## src/rtl/instruction_fetch.sv

```systemverilog
// rtl/instruction_fetch.sv - PC register, ROM addressing and IF/ID register with stall, redirect and fetch counter
module instruction_fetch #(
    parameter logic [9:0] RESET_PC = 10'd0,
    parameter int         CNT_W    = 16
) (
    input  logic             Clock,
    input  logic             Reset,
    input  logic             iStall,
    input  logic             iBranchTaken,
    input  logic [9:0]       iBranchTarget,
    output logic [9:0]       oAddress,
    input  logic [15:0]      iInstruction,
    output logic [15:0]      oInstruction,
    output logic [9:0]       oPC,
    output logic             oValid,
    output logic [CNT_W-1:0] oFetchCount
);

    localparam logic [5:0]       NOP      = 6'b000000;
    localparam logic [15:0]      BUBBLE   = {NOP, 10'd0};
    localparam logic [CNT_W-1:0] CNT_ONE  = {{(CNT_W-1){1'b0}}, 1'b1};

    logic [9:0]       pc;
    logic [15:0]      ifid_instr;
    logic [9:0]       ifid_pc;
    logic             ifid_valid;
    logic [CNT_W-1:0] fetch_cnt;
    logic             cnt_full;

    // The ROM is combinational, so the PC register addresses it directly.
    assign oAddress     = pc;
    assign oInstruction = ifid_instr;
    assign oPC          = ifid_pc;
    assign oValid       = ifid_valid;
    assign oFetchCount  = fetch_cnt;
    assign cnt_full     = &fetch_cnt;

    always_ff @(posedge Clock) begin
        if (Reset) begin
            pc         <= RESET_PC;
            ifid_instr <= BUBBLE;
            ifid_pc    <= 10'd0;
            ifid_valid <= 1'b0;
            fetch_cnt  <= '0;
        end else if (iBranchTaken) begin
            // Redirect wins over stall; the instruction at the old PC is wrong-path.
            pc         <= iBranchTarget;
            ifid_instr <= BUBBLE;
            ifid_pc    <= 10'd0;
            ifid_valid <= 1'b0;
        end else if (!iStall) begin
            pc         <= pc + 10'd1;
            ifid_instr <= iInstruction;
            ifid_pc    <= pc;
            ifid_valid <= 1'b1;
            if (!cnt_full)
                fetch_cnt <= fetch_cnt + CNT_ONE;
        end
    end

endmodule

```

## config.mk

```make
export PLATFORM = sky130hd
export DESIGN_NAME = instruction_fetch
export DESIGN_NICKNAME = d
export VERILOG_FILES = /design/src/rtl/instruction_fetch.sv
export SDC_FILE = /design/constraint.sdc
export NUM_CORES = 1
export LEC_CHECK = 0
export ABC_AREA = 1
export CAP_MARGIN = 20
export CORE_MARGIN = 5
export CORE_UTILIZATION = 30
export CTS_BUF_LIST = sky130_fd_sc_hd__clkbuf_4 sky130_fd_sc_hd__clkbuf_8 sky130_fd_sc_hd__clkbuf_16
export DETAILED_ROUTE_END_ITERATION = 7
export PLACE_DENSITY = 0.68
export SYNTH_ARGS = -nofsm -noshare
export SYNTH_HDL_FRONTEND = slang
export SYNTH_SLANG_ARGS = --single-unit
```

## constraint.sdc

```tcl
create_clock -name Clock -period 4 [get_ports Clock]
set_input_delay 0.8 -clock Clock [delete_from_list [all_inputs] [get_ports Clock]]
set_output_delay 0.8 -clock Clock [all_outputs]
set_load 0.01 [all_outputs]
```

==> impl_metrics.ini, run 1 <==
[run_status]
outcome = complete, no violations

[timing]
tns_ps = 0
fin_crit_sh_pct = 60.6
fin_crit_ps = 2420
holdWs_ps = 460
layout_setup_ws_ps = 1580
relSlewSlack_pct = 56.3
worstMarginPinSlew_ps = 654
clock_skew_ps = 3.57
slew_viol_final = 0
setup_viol = 0
final_hold_viol_count = 0
max_freq_mhz = 413
rsz0062_at_grt = no

[global_routing]
antenna_found_initial = 0
overflow = 0
grtUsageTotal_pct = 13.6
grt_max_degree = 27
grt_pass1_vias = 2342
grt_pass1_wl_mm = 11.2

[detailed_routing]
remaining_drc_errors = 0
vias = 2537
ant_nets = 0
drtIter0Drc = 77
viasPerCell = 4.66
drt-pass1-iter-count = 7
wire_per_inst_um = 13.0
wl_mm = 7.07

[yosys]
yosys_warnings = 0
synthCells = 359
yosys.area.top_type = dfxtp_1
avgSynthCellArea_um2 = 6.88
synth-edff-count = 0
yosysMostFrequentCell = nand2_1
yosysSeqAreaShare_pct = 43.0
syn_area_um2 = 2470
synth_top_flop_cell = dfxtp_1
yosys-top-cells-count = nand2_1 (113), dfxtp_1 (53), a21oi_1 (43), nor2_1 (35), inv_1 (30)
ys_types = 21
synth.ff_latch_count = 53
yosysTopAreaCellShare_pct = 43.0
syn_nets = 391
synthArstFlopShare_pct = 0
yosys-top-cells-area = dfxtp_1 (43%), nand2_1 (17%), a21oi_1 (8.7%), nor2_1 (5.3%), inv_1 (4.6%)

[finish]
n_antenna_cell = 0
area_delta_synth_final_pct = 41.4
drive_above_1_share_pct = 4.56
instances_no_fill = 544
fin_util_pct = 42.9
fin_nets = 471
final_cell_area_um2 = 3490

[clock_network]
clkTransAtPathRegs_ps = 90
cts_resized = 0
cts-root-buf = clkbuf_8
cts_tree = yes
cts_hold_buf = 0
post_cts_buffers = 0
clkLatencyLatePin_ps = 300
clock_path_buffers = 2
cts_buffers = 5
h-tree-depth = 2
cts_sinks = 53

[floorplanning]
initial_core_util_pct = 30.4
num_io_pins = 83
die_area_um2 = 10100
fp.dieW_um = 101
std_cell_rows = 33
die_y_um = 101
core_area_um2 = 8130

[power_and_ir_drop]
p_switching_mw = 0.252
peakVddDrop_mv = 0.159
p_sw_share_pct = 24.0
p_clk_share_pct = 33.6
power_mw = 1.05
p_per_area_nw_per_um2 = 301
pwr-share-seq_pct = 53.2
p_leak_nw = 1.27
power.internal_mw = 0.799
power_frac_comb_pct = 13.2

[worst_setup_path]
cp_max_fo = 23
crit_required_ps = 4240
reg2reg_slack_ps = 2050
reg2reg_from = oFetchCount[0]$_SDFFE_PP0P_
worst_setup_path_end_kind = register
arrival_ps = 2670
r2r_cells = 7
r2r_end = oFetchCount[15]$_SDFFE_PP0P_
crit_type = in -> reg
critPathLaunchType = input port

[placement]
dp.cells = 537
post_dp_cell_area_um2 = 3390
numPortBuffers = 82
hpwl_mm = 5.30
gp_congestion = 0.826
dp_worst_setup_slack_ps = 1260

[worst_hold_path]
hp-start = oInstruction[1]$_SDFFE_PP0N_
min_to = oInstruction[1]$_SDFFE_PP0N_
hold_class = reg -> reg
hold_path_depth = 2

[run]
maxCapViolCount = 0
==> worst max-delay path: stages <==
cell             delay, ps
clkdlybuf4s50_1        400
buf_4                  220
nor2_1                 540
inv_1                   90
nor2_1                 360
nand2_1                130
a21oi_2                130
==> state kept, by name, indices dropped and copies added, names as in the netlist <==
| name | cells |
|---|---|
| oInstruction | 16 |
| oAddress | 10 |
| oPC | 10 |
| oFetchCount | 16 |
| oValid | 1 |
==> metal layers <==
layer / up-vias / global-route usage, % / part of all wire [%]
met4: 0 / 3.63 / 1.0
met3: 4 / 2.49 / 5.3
met5: - / 0 / 0
li1: 1304 / - / -
met2: 66 / 23.7 / 51
met1: 1163 / 17.1 / 43
==> worst max path at each step <==
stage / slack [ps] / to / from / cells past startpoint
6_report: 1580 / oFetchCount[11]$_SDFFE_PP0P_ / iStall / 7
5_1_grt: 1300 / oFetchCount[0]$_SDFFE_PP0P_ / iBranchTaken / 7
4_1_cts: 1570 / oFetchCount[11]$_SDFFE_PP0P_ / iBranchTaken / 6
3_5_place_dp: 1260 / oFetchCount[15]$_SDFFE_PP0P_ / iBranchTaken / 6
3_3_place_gp: 1360 / oFetchCount[0]$_SDFFE_PP0P_ / iBranchTaken / 7
2_1_floorplan: 2300 / oInstruction[0]$_SDFFE_PP0N_ / Reset / 5
==> power by group through the flow <==
stage / registers (mW) / clock network [mW] / logic (mW)
floorplan: 0.577 / 0 / 0.0524
global placement: 0.571 / 0 / 0.139
detailed placement: 0.572 / 0 / 0.140
CTS: 0.560 / 0.363 / 0.140
global route: 0.562 / 0.377 / 0.153
finish: 0.559 / 0.353 / 0.139
==> final cells by class <==
class                      instances  area [um^2]
inverter                          32          120
timing repair buffer              86          851
clock buffer                       5         68.8
fill                             817         4640
tap                              105          131
clock inverter                     2         35.0
multi-input combinational        261         1230
sequential                        53         1060
==> cell families (layout without fill, tap and decap cells) <==
family	after synthesis	in the layout	synth area share, %
XOR/XNOR	9	9	3.19
flip-flops	53	53	43.0
adder cells (fa/ha/maj)	2	2	1.01
AND/OR/NAND/NOR	181	181	30.9
AO/OA/AOI/OAI	69	69	14.6
buffers and inverters	45	125	7.40
==> cells in the final DEF, fill, tap and decap left out <==
cell type	synthesis	routed
a21oi_1	43	43
a21oi_2	3	3
buf_4	0	4
bufinv_16	0	1
clkbuf_8	0	5
clkdlybuf4s50_1	0	82
clkinv_1	2	2
clkinv_2	0	1
dfxtp_1	53	53
ha_1	2	2
inv_1	30	30
nand2_1	113	113
nand2_2	2	2
nand3_1	19	19
nand3b_1	3	3
nand4_1	4	4
nand4_2	1	1
nor2_1	35	35
nor2_4	3	3
nor3_1	1	1
o21ai_0	22	22
o221ai_1	1	1
xor2_1	9	9
Power figures use the tool's default switching activity.
==> run 2: changes to the inputs <==
==> constraint.sdc (replaced) <==
create_clock -name Clock -period 2.34 [get_ports Clock]
set_input_delay 0.468 -clock Clock [delete_from_list [all_inputs] [get_ports Clock]]
set_output_delay 0.468 -clock Clock [all_outputs]
set_load 0.01 [all_outputs]
==> impl_metrics.ini, run 2 (synthesis results as in run 1) <==
[placement]
hpwl_mm = 5.40
numPortBuffers = 82
gp_congestion = 0.801
dp_worst_setup_slack_ps = 212
dp.cells = 541

[worst_setup_path]
slowest_stage = dfxtp_1
critPathLaunchType = register
arrival_ps = 2150
cp_max_fo = 12
critPathBufInv = 1
crit_type = reg -> reg
critical-path-top-delay-family = simple AND/OR/NAND/NOR gates
crit_required_ps = 2590
worst_setup_path_end_kind = register
crit_chain = ha_1 -> inv_1 -> nor2_4 -> nand4_2 -> nand2_2 -> nand2_1 -> a21oi_2
critPathMaxStageDelay_ps = 440

[timing]
rsz0062_at_grt = no
worstMarginPinSlew_ps = 530
fin_crit_ps = 1900
tns_ps = 0
clock_skew_ps = 11.6
setup_viol = 0
final_hold_viol_count = 0
max_freq_mhz = 526
fin_crit_sh_pct = 81.3
slew_viol_final = 0
holdWs_ps = 460
layout_setup_ws_ps = 439
relSlewSlack_pct = 64.4

[power_and_ir_drop]
p_leak_nw = 1.28
p_switching_mw = 0.456
power_frac_comb_pct = 14.0
p_sw_share_pct = 26.4
p_per_area_nw_per_um2 = 493
peakVddDrop_mv = 0.228
p_clk_share_pct = 30.8
pwr-share-seq_pct = 55.2
power.internal_mw = 1.27

[detailed_routing]
viasPerCell = 4.65
remaining_drc_errors = 0
wl_mm = 6.87
wire_per_inst_um = 12.5
ant_nets = 0
drtIter0Drc = 118
drt-pass1-iter-count = 4
vias = 2552

[global_routing]
grtUsageTotal_pct = 13.4
overflow = 0
grt_pass1_wl_mm = 11.2
antenna_found_initial = 0
grt_pass1_vias = 2350
grt_max_degree = 22

[floorplanning]
num_io_pins = 83
std_cell_rows = 33
fp.dieW_um = 101
core_area_um2 = 8130
die_area_um2 = 10100
die_y_um = 101
initial_core_util_pct = 30.4

[clock_network]
cts_sinks = 53
h-tree-depth = 2
post_cts_buffers = 0
cts_tree = yes
cts_resized = 0
cts-root-buf = clkbuf_8
cts_buffers = 5
clkTransAtPathRegs_ps = 100
cts_hold_buf = 0
clkLatencyLatePin_ps = 310
clock_path_buffers = 2

[worst_hold_path]
hold_class = reg -> reg

[run]
maxCapViolCount = 0

[finish]
layout_commonest_cell = nand2_1
drive_above_1_share_pct = 5.63
area_delta_synth_final_pct = 42.2
final_cell_mix = nand2_1 (113), clkdlybuf4s50_1 (82), dfxtp_1 (53)
n_antenna_cell = 0
fillers = 809
fin_nets = 475
instances_no_fill = 549
seq_area_um2 = 1060
multiInputGateArea_um2 = 1230

[run_status]
outcome = complete, no violations
run 2: changes by cell type in the layout (fill, tap and decap cells not counted):
cell        previous run  this run
buf_4                  4         8
bufinv_16              1         0
clkinv_2               1         0
clkinv_4               0         1
clkinvlp_4             0         1
inv_6                  0         1
run 2: power groups by stage:
stage          logic [mW]  clock network (mW)  registers [mW]
2_1_floorplan      0.0896                   0           0.987
3_3_place_gp        0.240                   0           0.976
3_5_place_dp        0.242                   0           0.978
4_1_cts             0.243               0.550           0.957
5_1_grt             0.266               0.590           0.962
6_report            0.242               0.533           0.956
run 2: layout make-up:
class | instances | area share, %
multi-input cells | 261 | 34.9
clock buffers | 5 | 1.96
well taps | 105 | 3.74
clock inverters | 3 | 0.712
flip-flops and latches | 53 | 30.2
inverters | 32 | 3.42
repair buffers | 90 | 25.1
run 2: metrics by stage:
stage,area [um^2],utilization [%],power (mW)
after floorplan,2470,-,1.08
after global placement,3420,42.0,1.22
after detailed placement,3420,42.0,1.22
after CTS,3510,43.2,1.75
after global routing,3510,43.2,1.82
final,3510,43.2,1.73
run 2: layer usage:
metal  vias up  track usage, %  share of wire [%]
met4         0            4.46                1.9
met1      1168            16.5                 42
li1       1319               -                  -
met3         9            2.70                4.7
met5         -               0                  0
met2        56            23.3                 51
run 2: tightest hold or removal path, cell delays in order (launching register included):
cell and delay [ps]:
dfxtp_1 320, nand2_1 50, a21oi_1 50
run 2: worst paths after layout:
kind	startpoint	cells after the start	endpoint	slack (ps)
worst max-delay path	oFetchCount[0]$_SDFFE_PP0P_	7	oFetchCount[13]$_SDFFE_PP0P_	440
worst min-delay path	oInstruction[1]$_SDFFE_PP0N_	2	oInstruction[1]$_SDFFE_PP0N_	460
worst max register to register	oFetchCount[0]$_SDFFE_PP0P_	7	oFetchCount[13]$_SDFFE_PP0P_	440
worst min register to register	oInstruction[1]$_SDFFE_PP0N_	2	oInstruction[1]$_SDFFE_PP0N_	460
